===== config.mk =====
export PLATFORM = sky130hd
export DESIGN_NAME = imm_gen_pipe
export DESIGN_NICKNAME = d
export VERILOG_FILES = /design/src/rtl/imm_gen_pipe.sv
export SDC_FILE = /design/constraint.sdc
export NUM_CORES = 1
export LEC_CHECK = 0
export ABC_AREA = 1
export ABC_CLOCK_PERIOD_IN_PS = 2400
export BUFFER_PORTS_ARGS = -buffer_cell sky130_fd_sc_hd__buf_2
export CAP_MARGIN = 5
export CORE_MARGIN = 2
export CORE_UTILIZATION = 50
export CTS_CLUSTER_SIZE = 40
export DETAILED_ROUTE_END_ITERATION = 7
export GPL_ROUTABILITY_DRIVEN = 0
export PLACE_DENSITY = 0.85
export SLEW_MARGIN = 10
export SYNTH_ARGS = -nofsm -noshare
export SYNTH_HDL_FRONTEND = slang
export SYNTH_SLANG_ARGS = --single-unit

===== constraint.sdc =====
create_clock -name clk -period 2.4 [get_ports clk]
set_input_delay 0.24 -clock clk [delete_from_list [all_inputs] [get_ports clk]]
set_output_delay 0.24 -clock clk [all_outputs]
set_load 0.01 [all_outputs]

===== src/rtl/imm_gen_pipe.sv =====
// imm_gen_pipe: RISC-V immediate generator with a small valid/ready output buffer.
//
// Each accepted instruction is decoded on the way in. The decoded immediate,
// format code and illegal flag are stored in a DEPTH-entry circular buffer and
// presented in acceptance order. While the buffer is empty the outputs read as
// imm 0 / fmt 7 / illegal 0.
//
// Optional feature: define IMM_GEN_ERRCNT_EN to add the err_cnt port. It
// counts accepted unsupported opcodes and saturates at 16'hFFFF.

module imm_gen_pipe #(
  parameter int XLEN  = 32,
  parameter int DEPTH = 2
) (
  input  logic            clk,
  input  logic            rst_n,
  input  logic            in_valid,
  output logic            in_ready,
  input  logic [31:0]     in_instr,
  output logic            out_valid,
  input  logic            out_ready,
  output logic [XLEN-1:0] out_imm,
  output logic [2:0]      out_fmt,
  output logic            out_illegal
`ifdef IMM_GEN_ERRCNT_EN
  ,
  output logic [15:0]     err_cnt
`endif
);

  localparam int PTR_W = (DEPTH > 1) ? $clog2(DEPTH) : 1;
  localparam int CNT_W = $clog2(DEPTH + 1);

  localparam logic [CNT_W-1:0] DEPTH_C = CNT_W'(DEPTH);
  localparam logic [PTR_W-1:0] LAST_C  = PTR_W'(DEPTH - 1);

  localparam logic [2:0] FMT_I    = 3'd0;
  localparam logic [2:0] FMT_S    = 3'd1;
  localparam logic [2:0] FMT_B    = 3'd2;
  localparam logic [2:0] FMT_U    = 3'd3;
  localparam logic [2:0] FMT_J    = 3'd4;
  localparam logic [2:0] FMT_NONE = 3'd7;

  localparam logic [6:0] OP_IMM    = 7'b0010011;
  localparam logic [6:0] OP_LOAD   = 7'b0000011;
  localparam logic [6:0] OP_JALR   = 7'b1100111;
  localparam logic [6:0] OP_STORE  = 7'b0100011;
  localparam logic [6:0] OP_BRANCH = 7'b1100011;
  localparam logic [6:0] OP_LUI    = 7'b0110111;
  localparam logic [6:0] OP_AUIPC  = 7'b0010111;
  localparam logic [6:0] OP_JAL    = 7'b1101111;

  // Decoder outputs for the instruction currently on in_instr
  logic [6:0]      opcode;
  logic            sgn;
  logic [63:0]     dec_imm64;
  logic [XLEN-1:0] dec_imm;
  logic [2:0]      dec_fmt;
  logic            dec_illegal;

  // Buffer storage and bookkeeping
  logic [XLEN-1:0]  imm_q [DEPTH];
  logic [2:0]       fmt_q [DEPTH];
  logic             ill_q [DEPTH];
  logic [PTR_W-1:0] wr_ptr_q, wr_ptr_d;
  logic [PTR_W-1:0] rd_ptr_q, rd_ptr_d;
  logic [CNT_W-1:0] count_q, count_d;

  logic push;
  logic pop;

  function automatic logic [PTR_W-1:0] ptr_inc(input logic [PTR_W-1:0] p);
    if (p == LAST_C) begin
      return '0;
    end
    return p + PTR_W'(1);
  endfunction

  // Decode is always done at full 64-bit width; XLEN=32 keeps the low word,
  // which is the same value because every format sign-extends from bit 31.
  always_comb begin
    opcode      = in_instr[6:0];
    sgn         = in_instr[31];
    dec_imm64   = '0;
    dec_fmt     = FMT_NONE;
    dec_illegal = 1'b1;
    case (opcode)
      OP_IMM, OP_LOAD, OP_JALR: begin
        dec_imm64   = {{52{sgn}}, in_instr[31:20]};
        dec_fmt     = FMT_I;
        dec_illegal = 1'b0;
      end
      OP_STORE: begin
        dec_imm64   = {{52{sgn}}, in_instr[31:25], in_instr[11:7]};
        dec_fmt     = FMT_S;
        dec_illegal = 1'b0;
      end
      OP_BRANCH: begin
        dec_imm64   = {{51{sgn}}, in_instr[31], in_instr[7], in_instr[30:25],
                       in_instr[11:8], 1'b0};
        dec_fmt     = FMT_B;
        dec_illegal = 1'b0;
      end
      OP_LUI, OP_AUIPC: begin
        dec_imm64   = {{32{sgn}}, in_instr[31:12], 12'b0};
        dec_fmt     = FMT_U;
        dec_illegal = 1'b0;
      end
      OP_JAL: begin
        dec_imm64   = {{43{sgn}}, in_instr[31], in_instr[19:12], in_instr[20],
                       in_instr[30:21], 1'b0};
        dec_fmt     = FMT_J;
        dec_illegal = 1'b0;
      end
      default: begin
        dec_imm64   = '0;
        dec_fmt     = FMT_NONE;
        dec_illegal = 1'b1;
      end
    endcase
    dec_imm = dec_imm64[XLEN-1:0];
  end

  // in_ready looks only at occupancy and reset, never at out_ready, so a full
  // buffer frees a slot one cycle after the release.
  assign in_ready  = rst_n && (count_q < DEPTH_C);
  assign out_valid = (count_q != '0);
  assign push      = in_valid && in_ready;
  assign pop       = out_valid && out_ready;

  // Head entry is presented directly; an empty buffer shows the idle values
  assign out_imm     = out_valid ? imm_q[rd_ptr_q] : '0;
  assign out_fmt     = out_valid ? fmt_q[rd_ptr_q] : FMT_NONE;
  assign out_illegal = out_valid ? ill_q[rd_ptr_q] : 1'b0;

  // Next-state pointers and occupancy; push and pop together leave count as is
  always_comb begin
    wr_ptr_d = wr_ptr_q;
    rd_ptr_d = rd_ptr_q;
    count_d  = count_q;
    if (push) begin
      wr_ptr_d = ptr_inc(wr_ptr_q);
    end
    if (pop) begin
      rd_ptr_d = ptr_inc(rd_ptr_q);
    end
    case ({push, pop})
      2'b10:   count_d = count_q + CNT_W'(1);
      2'b01:   count_d = count_q - CNT_W'(1);
      default: count_d = count_q;
    endcase
  end

  // Pointer/occupancy registers; reset empties the buffer, dropping any entries
  always_ff @(posedge clk) begin
    if (!rst_n) begin
      wr_ptr_q <= '0;
      rd_ptr_q <= '0;
      count_q  <= '0;
    end else begin
      wr_ptr_q <= wr_ptr_d;
      rd_ptr_q <= rd_ptr_d;
      count_q  <= count_d;
    end
  end

  // Entry payload written on accept; unread contents are masked by out_valid
  always_ff @(posedge clk) begin
    if (push) begin
      imm_q[wr_ptr_q] <= dec_imm;
      fmt_q[wr_ptr_q] <= dec_fmt;
      ill_q[wr_ptr_q] <= dec_illegal;
    end
  end

`ifdef IMM_GEN_ERRCNT_EN
  logic [15:0] err_cnt_q, err_cnt_d;

  // Count accepted unsupported opcodes, holding at all-ones
  always_comb begin
    err_cnt_d = err_cnt_q;
    if (push && dec_illegal && (err_cnt_q != 16'hFFFF)) begin
      err_cnt_d = err_cnt_q + 16'd1;
    end
  end

  // Error counter register
  always_ff @(posedge clk) begin
    if (!rst_n) begin
      err_cnt_q <= '0;
    end else begin
      err_cnt_q <= err_cnt_d;
    end
  end

  assign err_cnt = err_cnt_q;
`endif

endmodule


# After elaboration in Yosys (flattened, before gate mapping)

Memories as Yosys holds them, arrays and structs flattened. A register that Yosys moved wholly into a read port is not among the register bits.
Cells that the tools add are included.

Order comparisons: 1
Reductions and logical operators: 8
Mux-type cells: 23
Equal/unequal tests: 10
Add/sub/neg operators: 4

Operators by type and width:

| kind                  | number |
|---|---|
| $pmux W32 S5          | 1 |
| $mux W32              | 1 |
| $eq A7 B7 Y1 const B  | 3 |
| $mux W1               | 18 |
| $pmux W3 S5           | 1 |
| $eq A7 B5 Y1 const B  | 2 |
| $eq A7 B6 Y1 const B  | 2 |
| $reduce_or A8 Y1      | 1 |
| $eq A7 B2 Y1 const B  | 1 |
| $pmux W2 S2           | 1 |
| $reduce_bool A2 Y1    | 2 |
| $logic_and A1 B1 Y1   | 3 |
| $mux W3               | 1 |
| $reduce_or A3 Y1      | 1 |
| $add A1 B1 Y1 const B | 2 |
| $add A2 B1 Y2 const B | 1 |
| $eq A2 B1 Y1 const B  | 1 |
| $eq A2 B2 Y1 const B  | 1 |
| $lt A2 B2 Y1 const B  | 1 |
| $reduce_or A2 Y1      | 1 |
| $sub A2 B1 Y2 const B | 1 |

Input port bits: 36
Bits in writable memories: 72
Register bits after elaboration: 4
Memories kept: 3

Memories:

| name  | words | bits a word | rd ports | clocked after memory_dff | wr ports | line | source |
|---|---|---|---|---|---|---|---|
| imm_q | 2     | 32          | 1        | 1                        | 1        | 62   | `logic [XLEN-1:0] imm_q [DEPTH];` |
| fmt_q | 2     | 3           | 1        | 1                        | 1        | 63   | `logic [2:0] fmt_q [DEPTH];` |
| ill_q | 2     | 1           | 1        | 1                        | 1        | 64   | `logic ill_q [DEPTH];` |

# Depth between registers and ports, before layout

Word-level depth: 6
Depth in mapped cells: 9

# Worst setup path before layout

OpenSTA, ideal clock, no wires.

Kind: register -> register
Start: register count_q[1]
End: memory fmt_q[0][0] (enable)
Required time: 1971 ps
Arrival: 2237 ps
Stages on the path, launching flop included: 4
Path buffers: 0
Slack: -267 ps
Path through: dfxtp_1 -> nor2_1 -> nand2_1 -> nor2_1

Word-level cells in the longest chain between the ends: 5

Ends and longest elaborated chain:

| what                          | line | source |
|---|---|---|
| start, declared               | 67   | `logic [CNT_W-1:0] count_q, count_d;` |
| start signal, assigned        | 163  | `count_q <= count_d;` |
| $lt A2 B2 Y1                  | 126  | `assign in_ready = rst_n && (count_q < DEPTH_C);` |
| $logic_and A1 B1 Y1           | 126  |  |
| named net in_ready            | 18   | `output logic in_ready,` |
| $logic_and A1 B1 Y1           | 128  | `assign push = in_valid && in_ready;` |
| $mux W1                       | 169  | `if (push) begin` |
| $mux W1 (implied by the code) | 171  | `fmt_q[wr_ptr_q] <= dec_fmt;` |
| end, declared                 | 63   |  |

The timed path passes the listed nets, and every way through them passes these cells.

==> impl_metrics.csv <==
group,metric,value,unit
global_routing,grt.overflow.total,0,
power,power_frac_seq,43.0,%
timing,tightest_slew,0.657,ns
setup_path,r2r-end,"fmt_q[1][2]",
clock_tree,numCtsBuffers,9,
die,die_area,8130,um^2
drt,vias,3045,
final_layout,layout-drive-gt1-share,22.9,%
power,p_sw,1250,uW
timing,drv_slew,0,
clock_tree,htreeDepth,3,
worst_hold_path,hp-start,"rst_n",
synth,synth_common_cells,"154 x nand2_1, 72 x edfxtp_1, 37 x nor2_1",
synth,synth.distinct_cells,23,
global_routing,grt_first_pass_wirelength,13.8,mm
flow_run,maxCapViolations,0,
setup_path,path_max_fanout,36,
timing,finalSetupViolations,0,
drt,drt_first_pass_iters,5,
timing,fmax,507,MHz
timing,clock_skew,0.00492,ns
worst_hold_path,hp-class,"in -> reg",
drt,ant_nets,0,
synth,synthesis.nets,437,
die,io_pins,74,
power,p_per_area,861,nW/um^2
timing,period_minus_slack,1.97,ns
setup_path,reg2regPathDepth,4,
placement,placed_area,4150,um^2
clock_tree,cts_hold_buffers,0,
synth,synth_edf_count,72,
worst_hold_path,holdPathStages,3,
timing,rsz0062_at_grt,"no",
die,initial_core_util,51.5,%
setup_path,cp-start-kind,"register",
synth,synth_top_area_cell,"edfxtp_1",
drt,drt_iter0_drc,216,
setup_path,r2r_slack,0.78,ns
synth,syn_area,3710,um^2
power,p_clk_share,27.2,%
synth,synth_top_area_share,58.2,%
clock_tree,cts_tree,"built",
placement,dp_slack,0.469,ns
synth,postSynthCellCount,400,
synth,async_reset_ff_share,0,%
synth,ys_seq_area_share,60.9,%
synth,synth_seq_cells,77,
synth,yosys-top-cells-area,"edfxtp_1 58%, nand2_1 16%, a21oi_1 4.9%",
clock_tree,cts-root-buf,"clkbuf_8",
clock_tree,cts_buffer_depth,2,
setup_path,cp_cell_sequence,"clkinvlp_4 -> nand2_1 -> a21oi_1 -> buf_2",
clock_tree,clock-sinks,77,
setup_path,rr_startpoint,"count_q[1]",
setup_path,cp_data_required_time,2.16,ns
timing,slew_headroom,56.0,%
synth,synth_area_per_cell,9.28,um^2
synth,yosys_warnings,0,
power,internal_power,2510,uW
final_layout,finish.instance_area,4360,um^2
worst_hold_path,whs_endpoint,"wr_ptr_q",
die,die_w,90.2,um
setup_path,critical-path-max-stage-delay,0.52,ns
drt,wl_per_cell,14.3,um
timing,min_period_over_period,82.1,%
global_routing,grt_pass1_vias,2952,
global_routing,antenna_found_initial,0,
synth,ys.flop_type,"edfxtp_1",
power,p_leak,0.00199,uW
timing,hold_viol,0,
setup_path,end_kind,"output port",
placement,io_buffers,73,
global_routing,grt.total_usage,21.6,%
setup_path,worstSetupPathType,"reg -> out",
drt,drc_errors,0,
drt,wirelength,8.23,mm
synth,yosysMostFrequentCell,"nand2_1",
drt,via_per_inst,5.30,
setup_path,cp_slowest_cell,"clkinvlp_4",
placement,hpwlAfterDp,5.59,mm
die,fp.dieH,90.2,um
clock_tree,cts.reportedPaths.clkPinSlew,0.07,ns
clock_tree,clock_latency,0.35,ns
final_layout,area_growth_syn_to_layout,17.4,%
die,coreArea,7210,um^2
final_layout,diodes,0,
run_status,outcome,"complete, no violations",
final_layout,finalNetCount,508,
power,ir_worst_vdd,0.328,mV
setup_path,crit_arrival,1.73,ns
die,rows,31,
power,p_sw_share,33.2,%
power,pwr-share-comb,29.8,%
global_routing,grt_max_degree,37,
timing,layout_setup_ws,0.429,ns
[cells in the final DEF (no fill, tap or decap), drive strengths merged, types with 5 or more instances in the layout]
cell type / n
o21ai: 5
clkbuf: 10
dfxtp: 5
nor2: 43
inv: 19
nand3: 37
a21oi: 36
edfxtp: 72
buf: 78
nand2: 160
[power groups by stage]
| stage | sequential, uW | combinational, uW | clock (uW) |
|---|---|---|---|
| 2_1_floorplan | 1630 | 685 | 0 |
| 3_3_place_gp | 1640 | 1110 | 0 |
| 3_5_place_dp | 1640 | 1130 | 0 |
| 4_1_cts | 1610 | 1140 | 1040 |
| 5_1_grt | 1620 | 1260 | 1090 |
| 6_report | 1610 | 1120 | 1020 |
[layer usage]
layer,wire [um],part of all wire [%],vias up,GRT usage (%)
met5,0,0,-,0
met4,136,1.7,0,8.08
met3,772,9.4,15,5.11
met2,4140,50,159,36.4
met1,3170,39,1407,27.3
li1,-,-,1464,-
[kinds of logic (layout without fill, tap and decap cells)]
| family | Yosys count | count (layout) | synth area share [%] |
|---|---|---|---|
| xor gates and xnor gates | 2 | 2 | 0.472 |
| buffers and inverters | 38 | 113 | 4.82 |
| adders and majority gates | 1 | 1 | 0.337 |
| AOI/OAI and AO/OA | 41 | 41 | 5.53 |
| and+or+nand+nor | 241 | 241 | 27.9 |
| DFF | 77 | 77 | 60.9 |
[sequential cells by signal, summed over array words and instances, names as in the netlist, named ones only]
name,flops
imm_q,64
fmt_q,6
count_q,2
ill_q,2
rd_ptr_q,1
wr_ptr_q,1
[critical path: cells and delay by family (launching register included)]
kind            cells  cell delay, ns
buf+inv             2            0.68
flops               1            0.38
simple gates        1            0.21
compound gates      1            0.11
[worst max path at each step]
stage,start,to,cells past startpoint
finish,register,out_imm[21],4
global route,register,out_imm[29],4
global placement,register,out_imm[21],4
CTS,register,out_imm[21],4
floorplan,count_q[1],fmt_q[0][0],3
detailed placement,register,out_imm[21],4
[through the flow]
stage	hold WS, ns	utilization [%]	cells	power, uW	TNS (ns)
2_1_floorplan	0.378	-	400	2320	-19.20
3_3_place_gp	0.437	57.5	559	2740	0
3_5_place_dp	0.456	57.5	559	2780	0
4_1_cts	0.141	60.4	574	3790	0
5_1_grt	0.182	60.4	574	3980	0
6_report	0.158	60.4	574	3750	0
[timing repair]
item | CTS | global route
setup endpoints to repair | 0 | 36
buffers inserted | 0 | 0
gates resized for setup | 0 | 1
[layout make-up]
| class | instances | area, um^2 |
|---|---|---|
| clock buffers | 10 | 128 |
| well taps | 99 | 124 |
| inverters | 20 | 78.8 |
| multi-input cells | 285 | 1290 |
| fillers | 645 | 2860 |
| flip-flops and latches | 77 | 2260 |
| clock inverters | 5 | 76.3 |
| repair buffers | 78 | 403 |
Note: power is estimated with default switching activity, not from simulation.
